File: src/rtl/vram_pkg.sv
// Shared VRAM geometry and command/state types for the character
// display path (scroll controller, vram, hdmi).
package vram_pkg;

    localparam int VRAM_ROW_W = 5;
    localparam int VRAM_COL_W = 7;
    localparam int VRAM_ROWS  = 32;

    typedef enum logic {
        CMD_SCROLL = 1'b0,
        CMD_CLEAR  = 1'b1
    } vram_cmd_t;

    typedef enum logic [1:0] {
        ST_IDLE,
        ST_SCROLL,
        ST_CLEAR,
        ST_DONE
    } scroll_state_t;

endpackage

File: src/rtl/vram_scroll_controller.sv
// Owns top_row: passes character writes to VRAM with row translation and
// takes over the write port to blank a line (scroll) or all rows (clear).
module vram_scroll_controller
    import vram_pkg::*;
#(
    parameter int          VISIBLE_ROWS = 24,
    parameter int          COLS         = 80,
    parameter logic [7:0]  BLANK_BYTE   = 8'h20
) (
    input  logic                  clk,
    input  logic                  reset,
    input  logic                  char_valid,
    output logic                  char_ready,
    input  logic [VRAM_ROW_W-1:0] char_row,
    input  logic [VRAM_COL_W-1:0] char_col,
    input  logic [7:0]            char_byte,
    input  logic                  cmd_valid,
    output logic                  cmd_ready,
    input  logic                  cmd_op,
    output logic                  write_valid,
    input  logic                  write_ready,
    output logic [VRAM_ROW_W-1:0] write_row,
    output logic [VRAM_COL_W-1:0] write_col,
    output logic [7:0]            write_byte,
    output logic [VRAM_ROW_W-1:0] top_row,
    output logic                  busy
);

    localparam logic [VRAM_ROW_W-1:0] ROW_LAST =
        VRAM_ROW_W'(VRAM_ROWS - 1);
    localparam logic [VRAM_ROW_W-1:0] VIS_OFS =
        VRAM_ROW_W'(VISIBLE_ROWS % VRAM_ROWS);
    localparam logic [VRAM_COL_W-1:0] COL_LAST =
        VRAM_COL_W'(COLS - 1);

    scroll_state_t         state;
    vram_cmd_t             op;
    logic [VRAM_ROW_W-1:0] row_cnt;
    logic [VRAM_COL_W-1:0] col_cnt;

    logic idle_mode;
    logic blanking;
    logic xfer;

    // Reset forces pass-through behaviour even if a command was running.
    assign idle_mode = reset || (state == ST_IDLE);
    assign blanking  = !reset &&
                       (state == ST_SCROLL || state == ST_CLEAR);
    assign xfer      = write_valid && write_ready;

    always_comb begin
        char_ready  = 1'b0;
        write_valid = 1'b0;
        write_row   = char_row + top_row;
        write_col   = char_col;
        write_byte  = char_byte;
        if (idle_mode) begin
            write_valid = char_valid && !cmd_valid;
            char_ready  = write_ready && !cmd_valid;
        end else if (blanking) begin
            write_valid = 1'b1;
            write_row   = row_cnt;
            write_col   = col_cnt;
            write_byte  = BLANK_BYTE;
        end
    end

    always_ff @(posedge clk) begin
        if (reset) begin
            state     <= ST_IDLE;
            op        <= CMD_SCROLL;
            top_row   <= '0;
            row_cnt   <= '0;
            col_cnt   <= '0;
            busy      <= 1'b0;
            cmd_ready <= 1'b0;
        end else begin
            case (state)
                ST_IDLE: begin
                    if (cmd_valid) begin
                        op      <= vram_cmd_t'(cmd_op);
                        col_cnt <= '0;
                        busy    <= 1'b1;
                        if (vram_cmd_t'(cmd_op) == CMD_CLEAR) begin
                            state   <= ST_CLEAR;
                            row_cnt <= '0;
                        end else begin
                            state   <= ST_SCROLL;
                            row_cnt <= top_row + VIS_OFS;
                        end
                    end
                end
                ST_SCROLL: begin
                    if (xfer) begin
                        col_cnt <= col_cnt + 1'b1;
                        if (col_cnt == COL_LAST) begin
                            state     <= ST_DONE;
                            cmd_ready <= 1'b1;
                        end
                    end
                end
                ST_CLEAR: begin
                    if (xfer) begin
                        if (col_cnt == COL_LAST) begin
                            col_cnt <= '0;
                            row_cnt <= row_cnt + 1'b1;
                            if (row_cnt == ROW_LAST) begin
                                state     <= ST_DONE;
                                cmd_ready <= 1'b1;
                            end
                        end else begin
                            col_cnt <= col_cnt + 1'b1;
                        end
                    end
                end
                ST_DONE: begin
                    state     <= ST_IDLE;
                    busy      <= 1'b0;
                    cmd_ready <= 1'b0;
                    if (op == CMD_CLEAR) begin
                        top_row <= '0;
                    end else begin
                        top_row <= top_row + 1'b1;
                    end
                end
                default: begin
                    state     <= ST_IDLE;
                    busy      <= 1'b0;
                    cmd_ready <= 1'b0;
                end
            endcase
        end
    end

endmodule

File: config.mk
export PLATFORM = sky130hd
export DESIGN_NAME = vram_scroll_controller
export DESIGN_NICKNAME = d
export VERILOG_FILES = /design/src/rtl/vram_pkg.sv /design/src/rtl/vram_scroll_controller.sv
export SDC_FILE = /design/constraint.sdc
export NUM_CORES = 1
export LEC_CHECK = 0
export ABC_AREA = 1
export CAP_MARGIN = 20
export CORE_MARGIN = 2
export CORE_UTILIZATION = 47
export DETAILED_ROUTE_END_ITERATION = 10
export GPL_ROUTABILITY_DRIVEN = 0
export PLACE_DENSITY = 0.9
export SETUP_SLACK_MARGIN = 0.4
export SYNTH_ARGS = -nofsm -noshare
export SYNTH_HDL_FRONTEND = slang
export SYNTH_SLANG_ARGS = --single-unit
export TNS_END_PERCENT = 10
File: constraint.sdc
create_clock -name clk -period 2.5 [get_ports clk]
set_clock_uncertainty 0.1 [all_clocks]
set_input_delay 0.5 -clock clk [delete_from_list [all_inputs] [get_ports clk]]
set_output_delay 0.5 -clock clk [all_outputs]
set_load 0.02 [all_outputs]
==> out/metrics.yaml, run 1 <==
holdPathEnd: "cmd_ready"
dpl_worst_slack_ps: -850
placed_area_um2: 2510
synth.distinct_cells: 32
hold_violations: 0
ys_warn_count: 0
core-area_um2: 3630
synth_area_um2: 1770
grt_overflow_total: 0
drt_iter0_markers: 122
layout_min_cycle_time_ps: 2360
p_per_area_nw_per_um2: 636
rows: 22
tightest_slew_ps: 457
cts_tree: "yes"
routed_wl_um: 4760
cp-startpoint: "char_row[3]"
vias: 2054
synth_fa_ha_area_share_pct: 9.62
cp_num_cells: 8
post-route-period-util_pct: 94.4
p_leak_nw: 1.25
crit_chain: "dlygate4sd2_1 -> ha_4 -> a21oi_2 -> o21ai_2 -> xor2_1 -> mux2i_1 -> inv_1 -> buf_6"
routed.top_layer: "met4"
ant_nets: 0
die_area_um2: 4270
htree_levels: 1
worst-r2r-setup-slack_ps: 630
final_area_um2: 2610
initial_core_util_pct: 48.7
diodes: 0
viasPerCell: 5.05
muxShareOfSynthArea_pct: 0.566
dp_hpwl_um: 3690
cts-buffers-inserted: 3
syn_nets: 325
fin_ws_ps: 140
cts_hold_buf: 0
port_buffers: 54
hold_start: "cmd_ready"
antenna_found_initial: 0
synth_top_family_by_area: "simple AND/OR/NAND/NOR gates"
grt_max_degree: 16
clkLatencyLatePin_ps: 260
rr_startpoint: "state[0]"
die_h_um: 65.4
max_slew_margin_pct: 69.2
startpoint_type: "input port"
crit_slowest_cell: "dlygate4sd2_1"
critPathMaxFanout: 3
grt_usage_pct: 23.6
r2r_cells: 11
syn_to_final_growth_pct: 47.6
timing.fmax_ghz: 0.424
clock_sinks: 22
slowest_delay_ps: 260
maxCapViolations: 0
hp-class: "flip-flop to flip-flop"
slew_viol_final: 0
layout.nets: 399
cts_root_buf: "clkbuf_8"
synth_area_per_cell_um2: 6.19
yosysSeqAreaShare_pct: 24.9
whs_ps: 361
p_total_mw: 1.66
routedWlPerCell_um: 11.7
timing_worst_setup_path_type: "input port to output pin"
outcome: "finished, final reports clean"
syn_inst: 286
firstDrtPassIters: 4
fillers: 296
synth_xor_area_share_pct: 2.48
crit_buf_inv: 3
pin_count: 55
drive_gt1_share_pct: 19.8
crit_arrival_ps: 1760
crit_required_ps: 1900
synthSimpleGateAreaFrac_pct: 37.6
critPathTopFamily: "buffers and inverters"
die_w_um: 65.4
post-route-util_pct: 71.9
finalSetupViolCount: 0
grt_pass1_wl_um: 8070
yosys_register_bits: 22
grt_pass1_vias: 1972
cp-end-kind: "output pin"
routed-wl-met2_um: 2470
rsz0062_at_grt: "true"
synth_compound_area_share_pct: 12.4
r2r_end: "row_cnt[1]"
cts_buffer_depth: 2
cts_setup_buffers: 0
peakVddDrop_uv: 476
clkTransAtPathRegs_ps: 80
met1_length_um: 1940
drc_errors: 0
hold_depth: 2
wl_met3_um: 234
## power breakdown
group / internal [mW] / switching, mW
logic: 0.351 / 0.504
clock network: 0.214 / 0.118
registers: 0.417 / 0.0564
total: 0.982 / 0.678
## cells in the final DEF, fill, tap and decap left out, types with 2 or more instances in the layout
cell type and n:
nand2_1 70, inv_1 43, nor2_1 32, clkdlybuf4s50_1 27, nand3_1 23, buf_4 22
dfxtp_1 19, a21oi_1 17, o21ai_0 12, dlygate4sd2_1 12, ha_1 8, inv_2 6
xor2_1 5, nor3_1 5, nand2_2 4, o21ai_1 4, ha_4 4, buf_2 4
clkdlybuf4s15_2 4, o21ai_2 3, nand2_4 3, clkbuf_8 3, dfxtp_2 3, or2_2 2
nand4_1 2, nand3b_1 2, nor2_2 2, clkbuf_2 2, buf_6 2
## metal layers
layer  global-route usage, %  vias up
met2                    45.4       64
met5                       0        -
met1                    27.0      933
met4                    7.55        0
met3                    2.23       13
li1                        -     1044
## cell type report
| cell class | instances | area (µm²) | area share, % |
|---|---|---|---|
| clock buffer | 3 | 41.3 | 1.58 |
| clock inverter | 1 | 30.0 | 1.15 |
| inverter | 50 | 190 | 7.28 |
| multi-input combinational | 208 | 1170 | 45.0 |
| sequential | 22 | 444 | 17.0 |
| tap | 48 | 60.1 | 2.30 |
| timing repair buffer | 75 | 671 | 25.7 |
## cell families (layout without fill, tap and decap cells)
group | count (synthesis) | count (layout)
XOR/XNOR | 5 | 5
AND/OR/NAND/NOR | 148 | 148
adder cells (fa/ha/maj) | 13 | 13
flip-flops | 22 | 22
multiplexers | 1 | 1
AO/OA/AOI/OAI | 41 | 41
buffers and inverters | 56 | 129
## how the worst max path moves through the flow
stage	to	slack, ps
finish	write_row[4]	140
global route	write_row[4]	50
CTS	write_row[4]	120
detailed placement	write_row[4]	-850
global placement	write_row[4]	-740
floorplan	write_row[4]	260
## cell usage after synthesis
library cell	instances	area, µm²
a211oi_1	1	7.51
nor2_2	2	12.5
dfxtp_1	22	440
nor3_1	5	25.0
inv_1	48	180
nand2_2	3	18.8
o21ai_1	1	5.00
nand2_4	3	33.8
nand3_2	1	10.0
nand2_1	71	267
fa_1	1	20.0
buf_2	2	10.0
nand3b_1	2	15.0
a221oi_1	1	8.76
nand3_4	1	17.5
o21ai_2	1	8.76
o21ai_0	17	85.1
mux2i_1	1	10.0
nand3_1	23	115
or2_2	2	12.5
nor4_1	1	6.26
buf_1	1	3.75
o22ai_1	1	6.26
a22oi_1	1	7.51
inv_2	2	7.51
xor2_1	5	43.8
clkbuf_1	2	7.51
buf_6	1	11.3
nor2_1	32	120
ha_1	12	150
nand4_1	2	12.5
a21oi_1	18	90.1
## tightest hold or removal path, cell delays in order (launching register included)
cell,delay (ps)
dfxtp_1,310
nand2_1,60
a21oi_1,50
## per-stage QoR
step                      setup TNS (ps)  std cells
after floorplan                        0        286
after global placement             -4630        403
after CTS                              0        407
after global routing                   0        407
final                                  0        407
after detailed placement           -4960        403
## repair_timing
| item | in CTS | in global routing |
|---|---|---|
| gates cloned | 0 | 0 |
| gates resized for setup | 78 | 18 |
| pin swaps | 4 | 5 |
| setup endpoints to repair | 22 | 28 |
## state kept, by name (all words and copies together) (netlist names)
register / flops
state: 2
op: 1
top_row: 5
row_cnt: 5
cmd_ready: 1
col_cnt: 7
busy: 1
Note: power is estimated with default switching activity, not from simulation.
==> run 2, diff against run 1 <==
--- a/config.mk
+++ b/config.mk
@@ -6,6 +6,7 @@
 export NUM_CORES = 1
 export LEC_CHECK = 0
 export ABC_AREA = 1
+export ABC_CLOCK_PERIOD_IN_PS = 2700
 export CAP_MARGIN = 20
 export CORE_MARGIN = 2
 export CORE_UTILIZATION = 47
==> constraint.sdc (replaced) <==
create_clock -name clk -period 2.7 [get_ports clk]
set_clock_uncertainty 0.1 [all_clocks]
set_input_delay 0.54 -clock clk [delete_from_list [all_inputs] [get_ports clk]]
set_output_delay 0.54 -clock clk [all_outputs]
set_load 0.02 [all_outputs]
==> out/metrics.yaml, run 2 (synthesis gave the netlist of run 1 again) <==
worst-r2r-setup-slack_ps: 760
rsz0062_at_grt: "true"
grt_usage_pct: 24.6
cts_hold_buf: 0
post-route-util_pct: 71.3
switching_share_pct: 43.5
grt_pass1_vias: 2015
clockPowerShare_pct: 17.0
maxCapViolations: 0
timing.fmax_ghz: 0.418
diodes: 0
combPwrFrac_pct: 52.7
p_int_uw: 831
switchingPower_uw: 639
initial_core_util_pct: 48.7
seqPwrFrac_pct: 30.3
grt_pass1_wl_um: 8320
dpl_worst_slack_ps: -652
pin_count: 55
final_common_cell: "nand2_1"
cts_root_buf: "clkbuf_8"
hp-class: "flip-flop to flip-flop"
hold_violations: 0
crit_arrival_ps: 1750
hold_start: "cmd_ready"
regMostFlops: "col_cnt"
most-common-layout-cells: "nand2_1, inv_1, nor2_1"
rr_startpoint: "state[0]"
cts_tree: "yes"
endpoint: "write_row[3]"
grt_overflow_total: 0
fin_ws_ps: 305
max_slew_margin_pct: 74.6
dp_hpwl_um: 3480
peakVddDrop_uv: 307
finalSetupViolCount: 0
port_buffers: 54
p_leak_nw: 1.21
cts_buffer_depth: 2
startpoint_type: "input port"
syn_to_final_growth_pct: 46.4
largest_register_ffs: 7
antenna_found_initial: 0
layout.nets: 397
viasPerCell: 5.03
layout_min_cycle_time_ps: 2390
clkTransAtPathRegs_ps: 90
fillers: 288
r2r_cells: 11
critPathMaxFanout: 4
cts-buffers-inserted: 3
slew_viol_final: 0
crit_required_ps: 2060
die_w_um: 65.4
htree_levels: 1
cp-end-kind: "output pin"
firstDrtPassIters: 4
clock_sinks: 22
grt_max_degree: 25
drc_errors: 0
stdcell_count: 405
vias: 2037
routed_wl_um: 4900
post-route-period-util_pct: 88.7
rows: 22
p_per_area_nw_per_um2: 568
ant_nets: 0
dpl.cell_count: 397
reg.largest.list: "col_cnt: 7 flops, row_cnt: 5 flops, top_row: 5 flops"
cp-startpoint: "char_row[2]"
timing_worst_setup_path_type: "input port to output pin"
core-area_um2: 3630
die_area_um2: 4270
clkLatencyLatePin_ps: 270
outcome: "finished, final reports clean"
routedWlPerCell_um: 12.1
drt_iter0_markers: 95
drive_gt1_share_pct: 18.5
tightest_slew_ps: 381
r2r_end: "row_cnt[2]"
die_h_um: 65.4
==> run 2: cell count changes in the layout (fill, tap and decap cells not counted), moves of 2 or more <==
cell / change
inv_1: +3
inv_2: -4
clkdlybuf4s15_2: -2
buf_2: +3
buf_4: -3
clkdlybuf4s15_1: +6
buf_6: +2
dlygate4sd2_1: -6
==> run 2: layer usage <==
layer  part of all wire (%)  vias up  wire length (µm)  GRT usage, %
li1                       -     1045                 -             -
met1                     42      916              2070          28.1
met2                     52       67              2550          45.9
met3                    4.5        9               220          3.60
met4                    1.3        0                62          8.85
met5                      0        -                 0             0
==> run 2: power groups by stage <==
stage	clock, mW	combinational [mW]	sequential, mW
5_1_grt	0.261	0.863	0.455
2_1_floorplan	0	0.509	0.445
4_1_cts	0.245	0.759	0.442
3_3_place_gp	0	0.725	0.445
3_5_place_dp	0	0.746	0.447
6_report	0.251	0.774	0.445
==> run 2: worst max-delay path, stage by stage <==
cell	delay, ps
dlygate4sd2_1	260
ha_4	230
a21oi_1	140
nand2_1	80
xor2_1	150
o21ai_1	160
inv_1	70
buf_6	130
==> run 2: cell type report <==
type / count / area, µm² / share of cell area (%)
Sequential cell: 22 / 447 / 17.2
Timing Repair Buffer: 73 / 653 / 25.2
Inverter: 50 / 194 / 7.49
Multi-Input combinational cell: 208 / 1180 / 45.6
Clock buffer: 4 / 55.1 / 2.13
Tap cell: 48 / 60.1 / 2.32
==> run 2: stage by stage <==
step,hold WS [ps],area (µm²),TNS [ps],power [mW]
floorplan,363,1770,0,0.954
global placement,350,2460,-2240,1.17
detailed placement,355,2460,-2400,1.19
CTS,372,2580,0,1.45
global route,398,2590,0,1.58
finish,371,2590,0,1.47
==> run 2: what timing repair did <==
| item | CTS | global route |
|---|---|---|
| pin swaps | 9 | 3 |
| resized for setup | 102 | 8 |
| setup buffers | 3 | 1 |
| setup endpoints to repair | 22 | 21 |
==> run 2: worst min path at each step <==
stage          cells past startpoint        end
6_report                           2  cmd_ready
5_1_grt                            2  cmd_ready
4_1_cts                            2  cmd_ready
3_5_place_dp                       2  cmd_ready
3_3_place_gp                       2  cmd_ready
2_1_floorplan                      2         op
